$ cat src/rtl/multicycle_control.sv
// ---------------------------------------------------------------------------
// multicycle_control
//
// Main control FSM for the multi-cycle MIPS datapath. Each instruction walks
// through FETCH / DECODE / EXECUTE / MEM / WRITEBACK states. The FSM drives
// every datapath strobe from the current state. It handshakes with a
// variable-latency unified memory through mem_ready, and gives up on a
// memory access after TIMEOUT cycles without a response.
//
// Optional feature macro: MULTICYCLE_CTRL_BNE_EN
//   When defined, opcode 5 (bne) is decoded into BREX with branch_ne=1.
//   When undefined, opcode 5 is illegal and branch_ne is always 0.
//
// Parameters:
//   OPCODE_W  instruction opcode width
//   ALUOP_W   ALU-control op width (00 add, 01 sub, 10 use funct)
//   TIMEOUT   maximum cycles spent waiting on mem_ready (1..65535)
//
// Ports:
//   clk          rising-edge clock
//   reset        asynchronous, active-high reset
//   opcode       IR[31:26], valid from DECODE onward
//   mem_ready    memory access completes this cycle
//   pc_write     unconditional PC load
//   branch       PC load if ALU zero (beq)
//   branch_ne    PC load if ALU not zero (bne)
//   iord         memory address select: 0=PC, 1=ALUOut
//   mem_read     memory read request
//   mem_write    memory write request
//   ir_write     load IR
//   reg_dst      write register select: 0=rt, 1=rd
//   mem_to_reg   write data select: 0=ALUOut, 1=MDR
//   reg_write    register file write
//   alu_src_a    ALU A select: 0=PC, 1=regA
//   alu_src_b    ALU B select: 00 regB, 01 const 4, 10 sext imm, 11 sext imm<<2
//   alu_op       ALU-control op
//   pc_src       PC source: 00 ALU, 01 ALUOut, 10 jump target
//   illegal_op   one-cycle pulse: unknown opcode seen in DECODE
//   mem_timeout  one-cycle pulse: memory wait expired
//   state        current state (debug)
// ---------------------------------------------------------------------------
module multicycle_control #(
  parameter int OPCODE_W = 6,
  parameter int ALUOP_W  = 2,
  parameter int TIMEOUT  = 15
) (
  input  logic                clk,
  input  logic                reset,
  input  logic [OPCODE_W-1:0] opcode,
  input  logic                mem_ready,
  output logic                pc_write,
  output logic                branch,
  output logic                branch_ne,
  output logic                iord,
  output logic                mem_read,
  output logic                mem_write,
  output logic                ir_write,
  output logic                reg_dst,
  output logic                mem_to_reg,
  output logic                reg_write,
  output logic                alu_src_a,
  output logic [1:0]          alu_src_b,
  output logic [ALUOP_W-1:0]  alu_op,
  output logic [1:0]          pc_src,
  output logic                illegal_op,
  output logic                mem_timeout,
  output logic [3:0]          state
);

  typedef enum logic [3:0] {
    S_FETCH  = 4'd0,
    S_DECODE = 4'd1,
    S_MEMADR = 4'd2,
    S_MEMRD  = 4'd3,
    S_MEMWB  = 4'd4,
    S_MEMWR  = 4'd5,
    S_RTEX   = 4'd6,
    S_RTWB   = 4'd7,
    S_BREX   = 4'd8,
    S_JEX    = 4'd9,
    S_ADDIEX = 4'd10,
    S_ADDIWB = 4'd11
  } state_t;

  localparam logic [OPCODE_W-1:0] OP_RTYPE = OPCODE_W'(0);
  localparam logic [OPCODE_W-1:0] OP_J     = OPCODE_W'(2);
  localparam logic [OPCODE_W-1:0] OP_BEQ   = OPCODE_W'(4);
  localparam logic [OPCODE_W-1:0] OP_BNE   = OPCODE_W'(5);
  localparam logic [OPCODE_W-1:0] OP_ADDI  = OPCODE_W'(8);
  localparam logic [OPCODE_W-1:0] OP_LW    = OPCODE_W'(35);
  localparam logic [OPCODE_W-1:0] OP_SW    = OPCODE_W'(43);

  localparam logic [ALUOP_W-1:0] ALU_ADD   = ALUOP_W'(0);
  localparam logic [ALUOP_W-1:0] ALU_SUB   = ALUOP_W'(1);
  localparam logic [ALUOP_W-1:0] ALU_FUNCT = ALUOP_W'(2);

  // The counter holds the number of cycles already waited. The wait
  // expires in the cycle where the counter reaches TIMEOUT-1, which is the
  // TIMEOUT-th cycle spent waiting.
  localparam logic [15:0] WAIT_LAST = 16'(TIMEOUT - 1);

  state_t      cur_state;
  state_t      next_state;
  logic [15:0] wait_cnt;
  logic        waiting;
  logic        expired;

  assign state = cur_state;

  // The three memory-access states share one wait counter. A mem_ready
  // that arrives in the expiry cycle still completes the access normally.
  assign waiting = (cur_state == S_FETCH) || (cur_state == S_MEMRD) ||
                   (cur_state == S_MEMWR);
  assign expired = waiting && !mem_ready && (wait_cnt == WAIT_LAST);

  // State register and wait counter. The counter clears whenever a wait
  // state is entered or re-entered, including the FETCH->FETCH restart
  // after a timeout. It only counts while the FSM sits in a wait state.
  always_ff @(posedge clk or posedge reset) begin
    if (reset) begin
      cur_state <= S_FETCH;
      wait_cnt  <= '0;
    end else begin
      cur_state <= next_state;
      if (waiting && (next_state == cur_state) && !expired)
        wait_cnt <= wait_cnt + 16'd1;
      else
        wait_cnt <= '0;
    end
  end

  // Next-state and strobe decode. Every output defaults to 0. While reset
  // is high, nothing is decoded, so all strobes stay low even though the
  // register already holds FETCH.
  always_comb begin
    next_state  = cur_state;
    pc_write    = 1'b0;
    branch      = 1'b0;
    branch_ne   = 1'b0;
    iord        = 1'b0;
    mem_read    = 1'b0;
    mem_write   = 1'b0;
    ir_write    = 1'b0;
    reg_dst     = 1'b0;
    mem_to_reg  = 1'b0;
    reg_write   = 1'b0;
    alu_src_a   = 1'b0;
    alu_src_b   = 2'b00;
    alu_op      = ALU_ADD;
    pc_src      = 2'b00;
    illegal_op  = 1'b0;
    mem_timeout = 1'b0;

    if (!reset) begin
      unique case (cur_state)
        S_FETCH: begin
          mem_read  = 1'b1;
          alu_src_b = 2'b01;
          if (mem_ready) begin
            ir_write   = 1'b1;
            pc_write   = 1'b1;
            next_state = S_DECODE;
          end else if (expired) begin
            mem_timeout = 1'b1;
            next_state  = S_FETCH;
          end
        end
        S_DECODE: begin
          // The branch target is computed here so BREX can use ALUOut.
          alu_src_b = 2'b11;
          case (opcode)
            OP_LW, OP_SW: next_state = S_MEMADR;
            OP_RTYPE:     next_state = S_RTEX;
            OP_BEQ:       next_state = S_BREX;
            OP_J:         next_state = S_JEX;
            OP_ADDI:      next_state = S_ADDIEX;
`ifdef MULTICYCLE_CTRL_BNE_EN
            OP_BNE:       next_state = S_BREX;
`endif
            default: begin
              illegal_op = 1'b1;
              next_state = S_FETCH;
            end
          endcase
        end
        S_MEMADR: begin
          alu_src_a  = 1'b1;
          alu_src_b  = 2'b10;
          next_state = (opcode == OP_LW) ? S_MEMRD : S_MEMWR;
        end
        S_MEMRD: begin
          mem_read = 1'b1;
          iord     = 1'b1;
          if (mem_ready)
            next_state = S_MEMWB;
          else if (expired) begin
            mem_timeout = 1'b1;
            next_state  = S_FETCH;
          end
        end
        S_MEMWB: begin
          reg_write  = 1'b1;
          mem_to_reg = 1'b1;
          next_state = S_FETCH;
        end
        S_MEMWR: begin
          mem_write = 1'b1;
          iord      = 1'b1;
          if (mem_ready)
            next_state = S_FETCH;
          else if (expired) begin
            mem_timeout = 1'b1;
            next_state  = S_FETCH;
          end
        end
        S_RTEX: begin
          alu_src_a  = 1'b1;
          alu_op     = ALU_FUNCT;
          next_state = S_RTWB;
        end
        S_RTWB: begin
          reg_write  = 1'b1;
          reg_dst    = 1'b1;
          next_state = S_FETCH;
        end
        S_BREX: begin
          // beq and bne share this state. The held opcode selects which
          // flavour of conditional PC load is requested.
          alu_src_a = 1'b1;
          alu_op    = ALU_SUB;
          pc_src    = 2'b01;
`ifdef MULTICYCLE_CTRL_BNE_EN
          branch_ne = (opcode == OP_BNE);
          branch    = (opcode != OP_BNE);
`else
          branch    = 1'b1;
`endif
          next_state = S_FETCH;
        end
        S_JEX: begin
          pc_write   = 1'b1;
          pc_src     = 2'b10;
          next_state = S_FETCH;
        end
        S_ADDIEX: begin
          alu_src_a  = 1'b1;
          alu_src_b  = 2'b10;
          next_state = S_ADDIWB;
        end
        S_ADDIWB: begin
          reg_write  = 1'b1;
          next_state = S_FETCH;
        end
        default: next_state = S_FETCH;
      endcase
    end
  end

endmodule

$ cat config.mk
export PLATFORM = sky130hd
export DESIGN_NAME = multicycle_control
export DESIGN_NICKNAME = d
export VERILOG_FILES = /design/src/rtl/multicycle_control.sv
export SDC_FILE = /design/constraint.sdc
export NUM_CORES = 1
export LEC_CHECK = 0
export ABC_CLOCK_PERIOD_IN_PS = 1800
export CAP_MARGIN = 0
export CORE_MARGIN = 2
export CORE_UTILIZATION = 46
export CTS_BUF_LIST = sky130_fd_sc_hd__clkbuf_16
export DETAILED_ROUTE_END_ITERATION = 6
export PLACE_DENSITY = 0.74
export RECOVER_POWER = 100
export SYNTH_ARGS = -nofsm -noshare
export SYNTH_HDL_FRONTEND = slang
export SYNTH_SLANG_ARGS = --single-unit
$ cat constraint.sdc
create_clock -name clk -period 1.8 [get_ports clk]
set_clock_uncertainty 0.1 [all_clocks]
set_input_delay 0.36 -clock clk [delete_from_list [all_inputs] [get_ports clk]]
set_output_delay 0.36 -clock clk [all_outputs]
set_load 0.05 [all_outputs]
==> impl_metrics.yaml, run 1 <==
die:
  die_height_um: 61.4
  floorplan.rows: 20
  die_w_um: 61.4
  floorplan.initialDensity_pct: 48.9
  ios: 32
cts:
  htree_depth: 1
  numClockSinks: 20
  hold_buffers: 0
  cts_repair_resize_count: 47
  cts-root-to-sink-buffers: 2
  clk_root_buffer_cell: "sky130_fd_sc_hd__clkbuf_16"
  cts.repair_timing.setup_buffer_count: 18
  cts_inserted_buffers: 3
yosys:
  postSynth.asyncResetShare_pct: 100
  ys_warn_count: 0
  yosysSeqAreaShare_pct: 33.0
  synth-seq-cells: 20
  dominantRegCellSynth: "sky130_fd_sc_hd__dfrtp_1"
  synthCells: 177
  syn_avg_cell_area_um2: 8.57
  yosysUniqueCellTypes: 44
  post_synth_instance_area_mm2: 0.00152
  synth-edff-count: 0
  synth_fp_nets: 188
status:
  error_that_ended_the_run: "[ERROR DPL-0038] Utilization greater than 100%, impossible to legalize"
  failed_stage: "4_1_cts"
  run_status: "aborted with a tool error"
placement:
  placed_cell_area_mm2: 0.00268
  place.gp.congestion: 0.945
  hpwlAfterDp_um: 4060
  port-buffer-count: 30
## cell usage after synthesis (2+ instances only)
master,instances,area share [%]
sky130_fd_sc_hd__o41ai_1,2,1.2
sky130_fd_sc_hd__nand4_1,2,0.82
sky130_fd_sc_hd__nor3_2,10,6.6
sky130_fd_sc_hd__inv_1,7,1.7
sky130_fd_sc_hd__xor2_1,7,4.0
sky130_fd_sc_hd__xnor2_1,9,5.2
sky130_fd_sc_hd__o21a_1,2,0.99
sky130_fd_sc_hd__or2_1,3,1.2
sky130_fd_sc_hd__buf_2,5,1.6
sky130_fd_sc_hd__buf_4,2,0.99
sky130_fd_sc_hd__a21oi_1,2,0.66
sky130_fd_sc_hd__buf_6,2,1.5
sky130_fd_sc_hd__nand3_1,6,2.0
sky130_fd_sc_hd__a31oi_1,2,0.82
sky130_fd_sc_hd__nor3_1,20,6.6
sky130_fd_sc_hd__nand2_1,12,3.0
sky130_fd_sc_hd__dfrtp_1,20,33
sky130_fd_sc_hd__or2b_1,2,0.99
sky130_fd_sc_hd__o21ai_0,4,1.3
sky130_fd_sc_hd__nor4_1,7,2.9
sky130_fd_sc_hd__and3_1,5,2.1
sky130_fd_sc_hd__nand2b_1,5,2.1
sky130_fd_sc_hd__ha_1,2,1.6
sky130_fd_sc_hd__a211oi_1,4,2.0
sky130_fd_sc_hd__o21ai_1,3,0.99
sky130_fd_sc_hd__clkbuf_1,4,0.99
sky130_fd_sc_hd__nor2_1,11,2.7
## cells by family after synthesis
logic type | synth area share (%)
other | 0.247
XOR/XNOR | 9.23
buffers and inverters | 6.84
AND/OR/NAND/NOR | 36.1
AO/OA/AOI/OAI | 12.9
flip-flops | 33.0
adder cells (fa/ha/maj) | 1.65
## stage by stage
| stage | std cells | hold slack, ps | setup TNS, ps | setup WS, ps |
|---|---|---|---|---|
| after floorplan | 177 | 241 | -5760 | -589 |
| after global placement | 296 | 436 | -11480 | -506 |
| after detailed placement | 296 | 439 | -12950 | -556 |
==> inputs of run 2 (changes only) <==
==> config.mk (replaced) <==
export PLATFORM = sky130hd
export DESIGN_NAME = multicycle_control
export DESIGN_NICKNAME = d
export VERILOG_FILES = /design/src/rtl/multicycle_control.sv
export SDC_FILE = /design/constraint.sdc
export NUM_CORES = 1
export LEC_CHECK = 0
export ABC_CLOCK_PERIOD_IN_PS = 2350
export CAP_MARGIN = 0
export CORE_MARGIN = 2
export CORE_UTILIZATION = 38
export DETAILED_ROUTE_END_ITERATION = 6
export PLACE_DENSITY_LB_ADDON = 0.15
export RECOVER_POWER = 100
export SYNTH_ARGS = -nofsm -noshare
export SYNTH_HDL_FRONTEND = slang
export SYNTH_SLANG_ARGS = --single-unit
==> constraint.sdc (replaced) <==
create_clock -name clk -period 2.35 [get_ports clk]
set_clock_uncertainty 0.1 [all_clocks]
set_input_delay 0.47 -clock clk [delete_from_list [all_inputs] [get_ports clk]]
set_output_delay 0.47 -clock clk [all_outputs]
set_load 0.05 [all_outputs]
==> run 2 against run 1 <==
Compared with the run above: synthesized cell count unchanged; synthesized area did not move; the flow now finishes without violations.
==> impl_metrics.yaml, run 2 <==
power:
  vdd_drop_max_mv: 0.476
  power.leakage_nw: 0.994
  report.power.total_mw: 1.80
  power_density_mw_per_mm2: 754
placement:
  placed_cell_area_mm2: 0.00222
  place.gp.congestion: 0.894
  port-buffer-count: 30
  hpwlAfterDp_um: 3060
global_route:
  maximum_number_of_pins_on_one_net_before_global_route_repair: 24
  grt_remaining_overflow: 0
  wire_length_of_the_first_global_routing_pass_um: 6840
  antenna_found_initial: 0
  grt_util_all_layers_pct: 19.8
  first_global_vias: 1425
timing:
  finalSetupViolations: 0
  final-hold-violation-count: 0
  final_critical_period_ps: 2330
  fmax_ghz: 0.429
  tns_ps: 0
  post-route-period-util_pct: 99.2
  unrepaired_setup_endpoints_after_global_routing: "yes"
  maxSlewViolCount: 0
yosys:
  synth.area.top_cells: "sky130_fd_sc_hd__dfrtp_1 33%, sky130_fd_sc_hd__nor3_1 6.6%, sky130_fd_sc_hd__nor3_2 6.6%"
  synth_fp_nets: 188
  yosysUniqueCellTypes: 44
  synthCells: 177
  synth_top_area_share_pct: 33.0
  postSynth.asyncResetShare_pct: 100
  synth-edff-count: 0
  syn_avg_cell_area_um2: 8.57
  synth.largest_area_cell: "sky130_fd_sc_hd__dfrtp_1"
  ys_warn_count: 0
  synth-seq-cells: 20
  yosysSeqAreaShare_pct: 33.0
  ys_top_cells_by_count: "20 x sky130_fd_sc_hd__dfrtp_1, 20 x sky130_fd_sc_hd__nor3_1, 12 x sky130_fd_sc_hd__nand2_1"
  dominantRegCellSynth: "sky130_fd_sc_hd__dfrtp_1"
  post_synth_instance_area_mm2: 0.00152
setup_path:
  worst_path_largest_cell_delay_ps: 380
  critical_path.cell_chain: "inv_1 > ha_2 > nor4b_4 > and4_4 > and3_4 > buf_8"
  crit-reg2reg-launch: "state[2]"
  crit_cells: 6
  critPathCapture: "mem_timeout"
  critical_path_buf_inv_count: 2
  cp-end-kind: "output port"
  critical-path-slowest-cell: "sky130_fd_sc_hd__dfrtp_1"
  r2r.worst_path.cells: 6
  critPathLaunchType: "flip-flop"
  r2r_setup_slack_ps: 290
  critical_path_required_ps: 1780
  timing.critical_path.max_delay_family: "simple AND/OR/NAND/NOR gates"
  top_fanout_value_on_the_critical_path: 5
  r2r_end: "wait_cnt[5]"
  crit_arrival_ps: 1760
  timing.critical_path.from: "wait_cnt[0]"
  critPathKind: "flip-flop to output port"
die:
  core_area_mm2: 0.00374
  floorplan.rows: 22
  ios: 32
  floorplan.initialDensity_pct: 40.5
  design.die.area_mm2: 0.00452
  die_height_um: 67.2
  die_w_um: 67.2
cts:
  clk_root_buffer_cell: "sky130_fd_sc_hd__clkbuf_8"
  cts-root-to-sink-buffers: 2
  cts_clock_pin_slew_for_the_worst_setup_and_hold_paths_ps: 60
  htree_depth: 1
  hold_buffers: 0
  cts_tree: "done"
  worst_skew_pair.late_latency_ps: 260
  cts_inserted_buffers: 3
  numClockSinks: 20
finish:
  layout_common_cells: "26 x sky130_fd_sc_hd__buf_4, 20 x sky130_fd_sc_hd__buf_12, 17 x sky130_fd_sc_hd__dfrtp_1, 16 x sky130_fd_sc_hd__nor3_1, 13 x sky130_fd_sc_hd__nor3_2"
  antenna_cells: 0
  largest_register_ffs: 16
  multi_input_area_mm2: 0.00103
  synthToLayoutAreaGrowth_pct: 57.7
  fin_nets: 237
  seq_area_um2: 504
  top_register: "wait_cnt"
  postLayoutCellArea_mm2: 0.00239
  final_common_cell: "sky130_fd_sc_hd__buf_4"
  filler_instances: 308
  drive_gt1_share_pct: 38.7
min_path:
  hold_path.class: "flip-flop to flip-flop"
detailed_routing:
  drc_viols: 0
  routedWlPerCell_um: 14.8
  drt_iter0_drc: 83
  vias: 1526
  route.antenna.remaining_nets: 0
  via_per_inst: 5.59
  wl_final_um: 4040
  drt_pass1_iterations: 4
flow_run:
  timing.max_cap.violations: 0
status:
  run_status: "complete, no violations"
run 2: repair_timing:
action / CTS / global route
endpoints found under the setup margin: 20 / 5
endpoints found under the hold margin: 0 / 0
pin swaps: 4 / 6
setup buffers: 5 / 4
resized for setup: 7 / 12
run 2: kinds of logic (layout without fill, tap and decap cells):
logic type / count (synthesis) / in the layout / synth area share [%]
buffers and inverters: 20 / 68 / 6.84
flip-flops: 20 / 20 / 33.0
XOR/XNOR: 16 / 16 / 9.23
adder cells (fa/ha/maj): 2 / 2 / 1.65
AO/OA/AOI/OAI: 26 / 26 / 12.9
AND/OR/NAND/NOR: 92 / 92 / 36.1
other: 1 / 1 / 0.247
run 2: layer usage:
| metal | global-route usage [%] | wire length, µm |
|---|---|---|
| met3 | 3.83 | 201 |
| met1 | 28.7 | 1850 |
| met5 | 0 | 0 |
| met2 | 31.1 | 1970 |
| met4 | 3.57 | 15 |
run 2: worst min-delay path by stage:
stage,to,slack (ps),startpoint,depth (start not counted)
floorplan,state[0],350,reset,1
global placement,wait_cnt[0],430,wait_cnt[0],2
detailed placement,wait_cnt[0],440,wait_cnt[0],2
CTS,wait_cnt[0],460,wait_cnt[0],2
global route,state[2],550,state[2],2
finish,state[0],510,state[0],2
run 2: worst min-delay path: stages, from the launching register on:
cell	delay, ps
sky130_fd_sc_hd__dfrtp_1	440
sky130_fd_sc_hd__nand2_1	70
sky130_fd_sc_hd__nand2_1	60
run 2: final cells by class:
type,count,area share [%]
Clock buffer,4,2.30
Inverter,7,1.10
Multi-Input combinational cell,137,43.1
Sequential cell,20,21.1
Tap cell,48,2.51
Timing Repair Buffer,57,30.0
run 2: power breakdown:
part | switching [mW] | internal (mW) | leakage, nW
sequential | 0.0416 | 0.378 | 0.271
combinational | 0.636 | 0.493 | 0.695
clock | 0.106 | 0.149 | 0.0288
total | 0.783 | 1.02 | 0.994
run 2: through the flow:
stage	worst slack, ps	hold slack [ps]	util (%)	std cells
4_1_cts	-68.5	459	62.9	271
5_1_grt	-41.2	549	63.9	273
2_1_floorplan	-324	347	-	177
3_3_place_gp	-412	432	59.4	262
6_report	19.5	508	63.9	273
3_5_place_dp	-621	445	59.4	262
(Power assumes the default switching activity.)
==> inputs of run 3 (changes only) <==
--- a/config.mk
+++ b/config.mk
@@ -10,8 +10,10 @@
 export CORE_MARGIN = 2
 export CORE_UTILIZATION = 38
 export DETAILED_ROUTE_END_ITERATION = 6
+export GPL_ROUTABILITY_DRIVEN = 0
 export PLACE_DENSITY_LB_ADDON = 0.15
 export RECOVER_POWER = 100
+export SETUP_SLACK_MARGIN = 0.1
 export SYNTH_ARGS = -nofsm -noshare
 export SYNTH_HDL_FRONTEND = slang
 export SYNTH_SLANG_ARGS = --single-unit
==> run 3 against run 2 <==
Compared with the run above: the flow now finishes with violations (negative setup slack); clock power is 37% higher; routed wire length is 20% higher; combinational power is 5% higher; sequential power is 3% higher; global-route usage is 1.9 points higher.
==> impl_metrics.yaml, run 3 (synthesis results as in run 2) <==
cts:
  numClockSinks: 20
  htree_depth: 1
  cts-root-to-sink-buffers: 2
  hold_buffers: 0
  cts_clock_pin_slew_for_the_worst_setup_and_hold_paths_ps: 80
  clk_root_buffer_cell: "sky130_fd_sc_hd__clkbuf_8"
  cts_inserted_buffers: 3
  cts_tree: "done"
  worst_skew_pair.late_latency_ps: 260
placement:
  hpwlAfterDp_um: 3160
  port-buffer-count: 30
  post-place-cells: 266
setup_path:
  critPathLaunchType: "flip-flop"
  critPathKind: "flip-flop to output port"
  critical_path_required_ps: 1780
  top_fanout_value_on_the_critical_path: 4
  timing.critical_path.from: "wait_cnt[0]"
  crit-reg2reg-launch: "state[1]"
  cp-end-kind: "output port"
  crit_arrival_ps: 1800
timing:
  max-slew-margin-rel_pct: 50.1
  setup_slack_ps: -21.8
  final-hold-violation-count: 0
  worst_tran_pin_value_ps: 748
  final_critical_period_ps: 2370
  finalSetupViolations: 1
  worst_slack_on_hold_paths_ps: 313
  fmax_ghz: 0.422
  unrepaired_setup_endpoints_after_global_routing: "yes"
  post-route-period-util_pct: 101
  maxSlewViolCount: 0
  tns_ps: -21.8
detailed_routing:
  vias: 1626
  drc_viols: 0
  drt_iter0_drc: 66
  wl_final_um: 4840
  routedWlPerCell_um: 16.5
  route.antenna.remaining_nets: 0
  drt_pass1_iterations: 4
  via_per_inst: 5.55
global_route:
  antenna_found_initial: 0
  first_global_vias: 1632
  maximum_number_of_pins_on_one_net_before_global_route_repair: 17
  grt_remaining_overflow: 0
  grt_util_all_layers_pct: 21.7
  wire_length_of_the_first_global_routing_pass_um: 7510
power:
  report.power.total_mw: 1.97
  power_density_mw_per_mm2: 773
  vdd_drop_max_mv: 0.464
  power.leakage_nw: 1.06
finish:
  drive_gt1_share_pct: 43.3
  filler_instances: 291
  stdcell_count: 293
  synthToLayoutAreaGrowth_pct: 67.8
  final_common_cell: "sky130_fd_sc_hd__buf_4"
  largest_register_ffs: 16
  fin_nets: 257
  layout_common_cells: "36 x sky130_fd_sc_hd__buf_4, 19 x sky130_fd_sc_hd__buf_12, 16 x sky130_fd_sc_hd__dfrtp_1, 15 x sky130_fd_sc_hd__nor3_1, 11 x sky130_fd_sc_hd__nor3_2"
  antenna_cells: 0
  top_register: "wait_cnt"
die:
  floorplan.rows: 22
  die_height_um: 67.2
  die_w_um: 67.2
  ios: 32
  design.die.area_mm2: 0.00452
  core_area_mm2: 0.00374
  floorplan.initialDensity_pct: 40.5
min_path:
  hold_path.class: "primary input to async pin"
flow_run:
  timing.max_cap.violations: 0
status:
  violations: "negative setup slack"
  run_status: "finished, violations left"
-- run 3: cell types whose count changed in the layout (fill, tap and decap cells not counted), moves of 3 or more --
cell	before	now
sky130_fd_sc_hd__buf_4	26	36
sky130_fd_sc_hd__dlygate4sd2_1	1	8
sky130_fd_sc_hd__buf_6	0	5
sky130_fd_sc_hd__clkbuf_1	0	5
sky130_fd_sc_hd__dlymetal6s2s_1	5	0
sky130_fd_sc_hd__clkdlybuf4s50_1	3	0
sky130_fd_sc_hd__nor3_4	1	4
-- run 3: final cells by class --
type,instances,area (µm²),share of cell area [%]
well taps,48,60.1,2.36
multi-input cells,137,1050,41.4
clock inverters,1,30.0,1.18
repair buffers,77,830,32.6
inverters,7,26.3,1.03
flip-flops and latches,20,505,19.9
clock buffers,3,41.3,1.62
-- run 3: critical path, cell delays in order, from the launching register on --
cell	delay [ps]
sky130_fd_sc_hd__dfrtp_1	380
sky130_fd_sc_hd__inv_1	60
sky130_fd_sc_hd__ha_2	180
sky130_fd_sc_hd__nor4b_4	230
sky130_fd_sc_hd__and4_4	270
sky130_fd_sc_hd__buf_6	100
sky130_fd_sc_hd__and3_4	190
sky130_fd_sc_hd__buf_8	140
-- run 3: path summary, 6_finish.rpt --
path / end / cells past startpoint / slack, ps
min: wait_cnt[15] / 3 / 310
min reg2reg: wait_cnt[0] / 2 / 450
max reg2reg: wait_cnt[12] / 7 / 110
max in group asynchronous: state[1] / 3 / 1080
max: mem_timeout / 7 / -20
min in group clk: wait_cnt[0] / 2 / 450
-- run 3: routing by layer --
| metal | global-route usage [%] | up-vias | routed length (µm) |
|---|---|---|---|
| met5 | 0 | - | 0 |
| met4 | 4.85 | 0 | 34 |
| met1 | 27.7 | 801 | 2040 |
| met2 | 38.0 | 52 | 2490 |
| met3 | 4.00 | 4 | 276 |
| li1 | - | 769 | - |
-- run 3: timing repair --
action | CTS | global route
setup buffers | 15 | 8
pin swaps | 9 | 7
gates resized for setup | 19 | 16
endpoints found under the hold margin | 0 | 0
setup endpoints to repair | 25 | 15
-- run 3: stage by stage --
| step | area (µm²) | setup slack, ps | utilization (%) |
|---|---|---|---|
| 2_1_floorplan | 1660 | -149 | - |
| 3_3_place_gp | 2300 | -414 | 61.4 |
| 3_5_place_dp | 2300 | -501 | 61.4 |
| 4_1_cts | 2540 | -29.3 | 67.7 |
| 5_1_grt | 2550 | -80.0 | 68.0 |
| 6_report | 2550 | -21.8 | 68.0 |
-- run 3: where the power goes --
group | internal, mW | switching (mW) | leakage (nW)
Combinational | 0.528 | 0.661 | 0.753
Clock | 0.227 | 0.121 | 0.0357
Sequential | 0.380 | 0.0516 | 0.269
Total | 1.14 | 0.834 | 1.06
==> inputs of run 4 (changes only) <==
--- a/config.mk
+++ b/config.mk
@@ -5,7 +5,7 @@
 export SDC_FILE = /design/constraint.sdc
 export NUM_CORES = 1
 export LEC_CHECK = 0
-export ABC_CLOCK_PERIOD_IN_PS = 2350
+export ABC_CLOCK_PERIOD_IN_PS = 2700
 export CAP_MARGIN = 0
 export CORE_MARGIN = 2
 export CORE_UTILIZATION = 38
==> constraint.sdc (replaced) <==
create_clock -name clk -period 2.7 [get_ports clk]
set_clock_uncertainty 0.1 [all_clocks]
set_input_delay 0.54 -clock clk [delete_from_list [all_inputs] [get_ports clk]]
set_output_delay 0.54 -clock clk [all_outputs]
set_load 0.05 [all_outputs]
==> run 4 against run 3 <==
Compared with the run above: hold slack better by 120 ps; non-clock buffer count is 33 lower; die area stayed put; flip-flop and latch count stayed put; critical path depth is 3 lower; the run now ends clean; cell count is 11% lower; global-route usage is 2.2 points lower; largest cell class unchanged; first-iteration DRC count is 1.5% higher; cell area is 16% lower; utilization is 11 points lower.
==> impl_metrics.yaml, run 4 (synthesis results as in run 2) <==
placement:
  post-place-cells: 255
  port-buffer-count: 30
  hpwlAfterDp_um: 2970
finish:
  fin_nets: 224
  utilization_pct: 56.8
  synthToLayoutAreaGrowth_pct: 40.1
  antenna_cells: 0
  final_common_cell: "sky130_fd_sc_hd__nor3_1"
  stdcell_count: 260
  layout_common_cells: "29 x sky130_fd_sc_hd__nor3_1, 19 x sky130_fd_sc_hd__buf_12, 18 x sky130_fd_sc_hd__dfrtp_1, 12 x sky130_fd_sc_hd__nand2_1, 10 x sky130_fd_sc_hd__nor2_1"
  seq_area_um2: 503
  top_register: "wait_cnt"
  multi_input_area_um2: 901
  drive_gt1_share_pct: 22.2
  largest_register_ffs: 16
  filler_instances: 366
timing:
  fmax_ghz: 0.385
  finalSetupViolations: 0
  final_critical_period_ps: 2600
  tns_ps: 0
  worst_tran_pin_value_ps: 803
  final-hold-violation-count: 0
  post-route-period-util_pct: 96.1
  max-slew-margin-rel_pct: 45.8
  unrepaired_setup_endpoints_after_global_routing: "no"
  maxSlewViolCount: 0
power:
  report.power.total_mw: 1.38
  vdd_drop_max_mv: 0.357
  power.leakage_nw: 0.861
  power_density_mw_per_mm2: 651
cts:
  worst_skew_pair.late_latency_ps: 260
  cts_tree: "done"
  numClockSinks: 20
  hold_buffers: 0
  cts_inserted_buffers: 3
  cts-root-to-sink-buffers: 2
  cts_clock_pin_slew_for_the_worst_setup_and_hold_paths_ps: 70
  clk_root_buffer_cell: "sky130_fd_sc_hd__clkbuf_8"
  htree_depth: 1
die:
  die_height_um: 67.2
  design.die.area_mm2: 0.00452
  ios: 32
  core_area_mm2: 0.00374
  floorplan.rows: 22
  floorplan.initialDensity_pct: 40.5
  die_w_um: 67.2
setup_path:
  cp-end-kind: "output port"
  critical-path-slowest-cell: "sky130_fd_sc_hd__dlygate4sd3_1"
  critical_path_buf_inv_count: 3
  timing.critical_path.max_delay_family: "buffers and inverters"
  worst_path_largest_cell_delay_ps: 570
  critPathLaunchType: "primary input"
  top_fanout_value_on_the_critical_path: 23
  crit_arrival_ps: 1960
  critPathKind: "primary input to output port"
  critical_path.cell_chain: "dlygate4sd3_1 > buf_12 > nor4_1 > buf_12"
  critical_path_required_ps: 2060
  crit_path_frequent_cell: "sky130_fd_sc_hd__buf_12"
detailed_routing:
  vias: 1446
  route.antenna.remaining_nets: 0
  wl_final_um: 4160
  via_per_inst: 5.56
  drt_pass1_iterations: 4
  drc_viols: 0
  routedWlPerCell_um: 16.0
  drt_iter0_drc: 67
min_path:
  hold_path.class: "flip-flop to flip-flop"
global_route:
  wire_length_of_the_first_global_routing_pass_um: 6690
  first_global_vias: 1395
  antenna_found_initial: 0
  grt_util_all_layers_pct: 19.5
  grt_remaining_overflow: 0
  maximum_number_of_pins_on_one_net_before_global_route_repair: 24
flow_run:
  timing.max_cap.violations: 0
status:
  run_status: "complete, no violations"
run 4: changes by cell type in the layout (fill, tap and decap cells not counted), sizes merged:
cell / delta
dlymetal6s2s: +3
bufinv: -1
buf: -34
dlygate4sd3: +5
clkdlybuf4s50: +4
clkdlybuf4s15: -1
dlygate4sd2: -8
clkbuf: -1
run 4: worst paths after layout:
kind                                  start      endpoint  slack, ps  depth (start not counted)
worst max register to register  wait_cnt[0]  wait_cnt[14]        240                          8
worst min register to register  wait_cnt[0]   wait_cnt[0]        440                          1
min in group asynchronous             reset      state[0]       1050                          4
worst min-delay path            wait_cnt[0]   wait_cnt[0]        440                          1
worst max-delay path                  reset    mem_to_reg        100                          4
max in group asynchronous             reset      state[3]       1020                          4
run 4: cell type report:
type | count | area share, %
clock buffers | 4 | 2.12
inverters | 7 | 1.24
multi-input cells | 137 | 42.4
flip-flops and latches | 20 | 23.6
well taps | 48 | 2.82
repair buffers | 44 | 27.8
run 4: worst reg2reg max path, stage by stage, from the launching register on:
cell and delay [ps]:
sky130_fd_sc_hd__dfrtp_1 440, sky130_fd_sc_hd__inv_1 90, sky130_fd_sc_hd__ha_1 140, sky130_fd_sc_hd__nor4b_2 240
sky130_fd_sc_hd__and4_4 270, sky130_fd_sc_hd__nor3_1 60, sky130_fd_sc_hd__o311ai_0 710, sky130_fd_sc_hd__buf_12 230
sky130_fd_sc_hd__nor3_1 70
run 4: power by group:
group | switching [mW] | leakage [nW] | internal [mW]
registers | 0.0464 | 0.272 | 0.329
clock network | 0.0928 | 0.0228 | 0.105
logic | 0.472 | 0.566 | 0.340
total | 0.611 | 0.861 | 0.774
run 4: repair_timing:
action	CTS	global route
setup endpoints to repair	1	20
pin swaps	0	2
gates resized for setup	3	6
setup buffers	0	1
cloned	0	0
hold endpoints to repair	0	0
run 4: layer usage:
layer  GRT usage [%]  part of all wire, %  vias up
met5               0                    0        -
met2            31.3                   47       48
met3            3.83                  4.7        8
met1            26.0                   46      689
met4            6.89                  1.9        0
li1                -                    -      701
run 4: per-stage QoR:
stage               hold WS (ps)  worst slack [ps]  cell area (µm²)
floorplan                    387              -346             1600
global placement             412             -55.2             2180
detailed placement           415              -146             2180
CTS                          435              82.1             2240
global route                 459              73.8             2130
finish                       436               105             2130
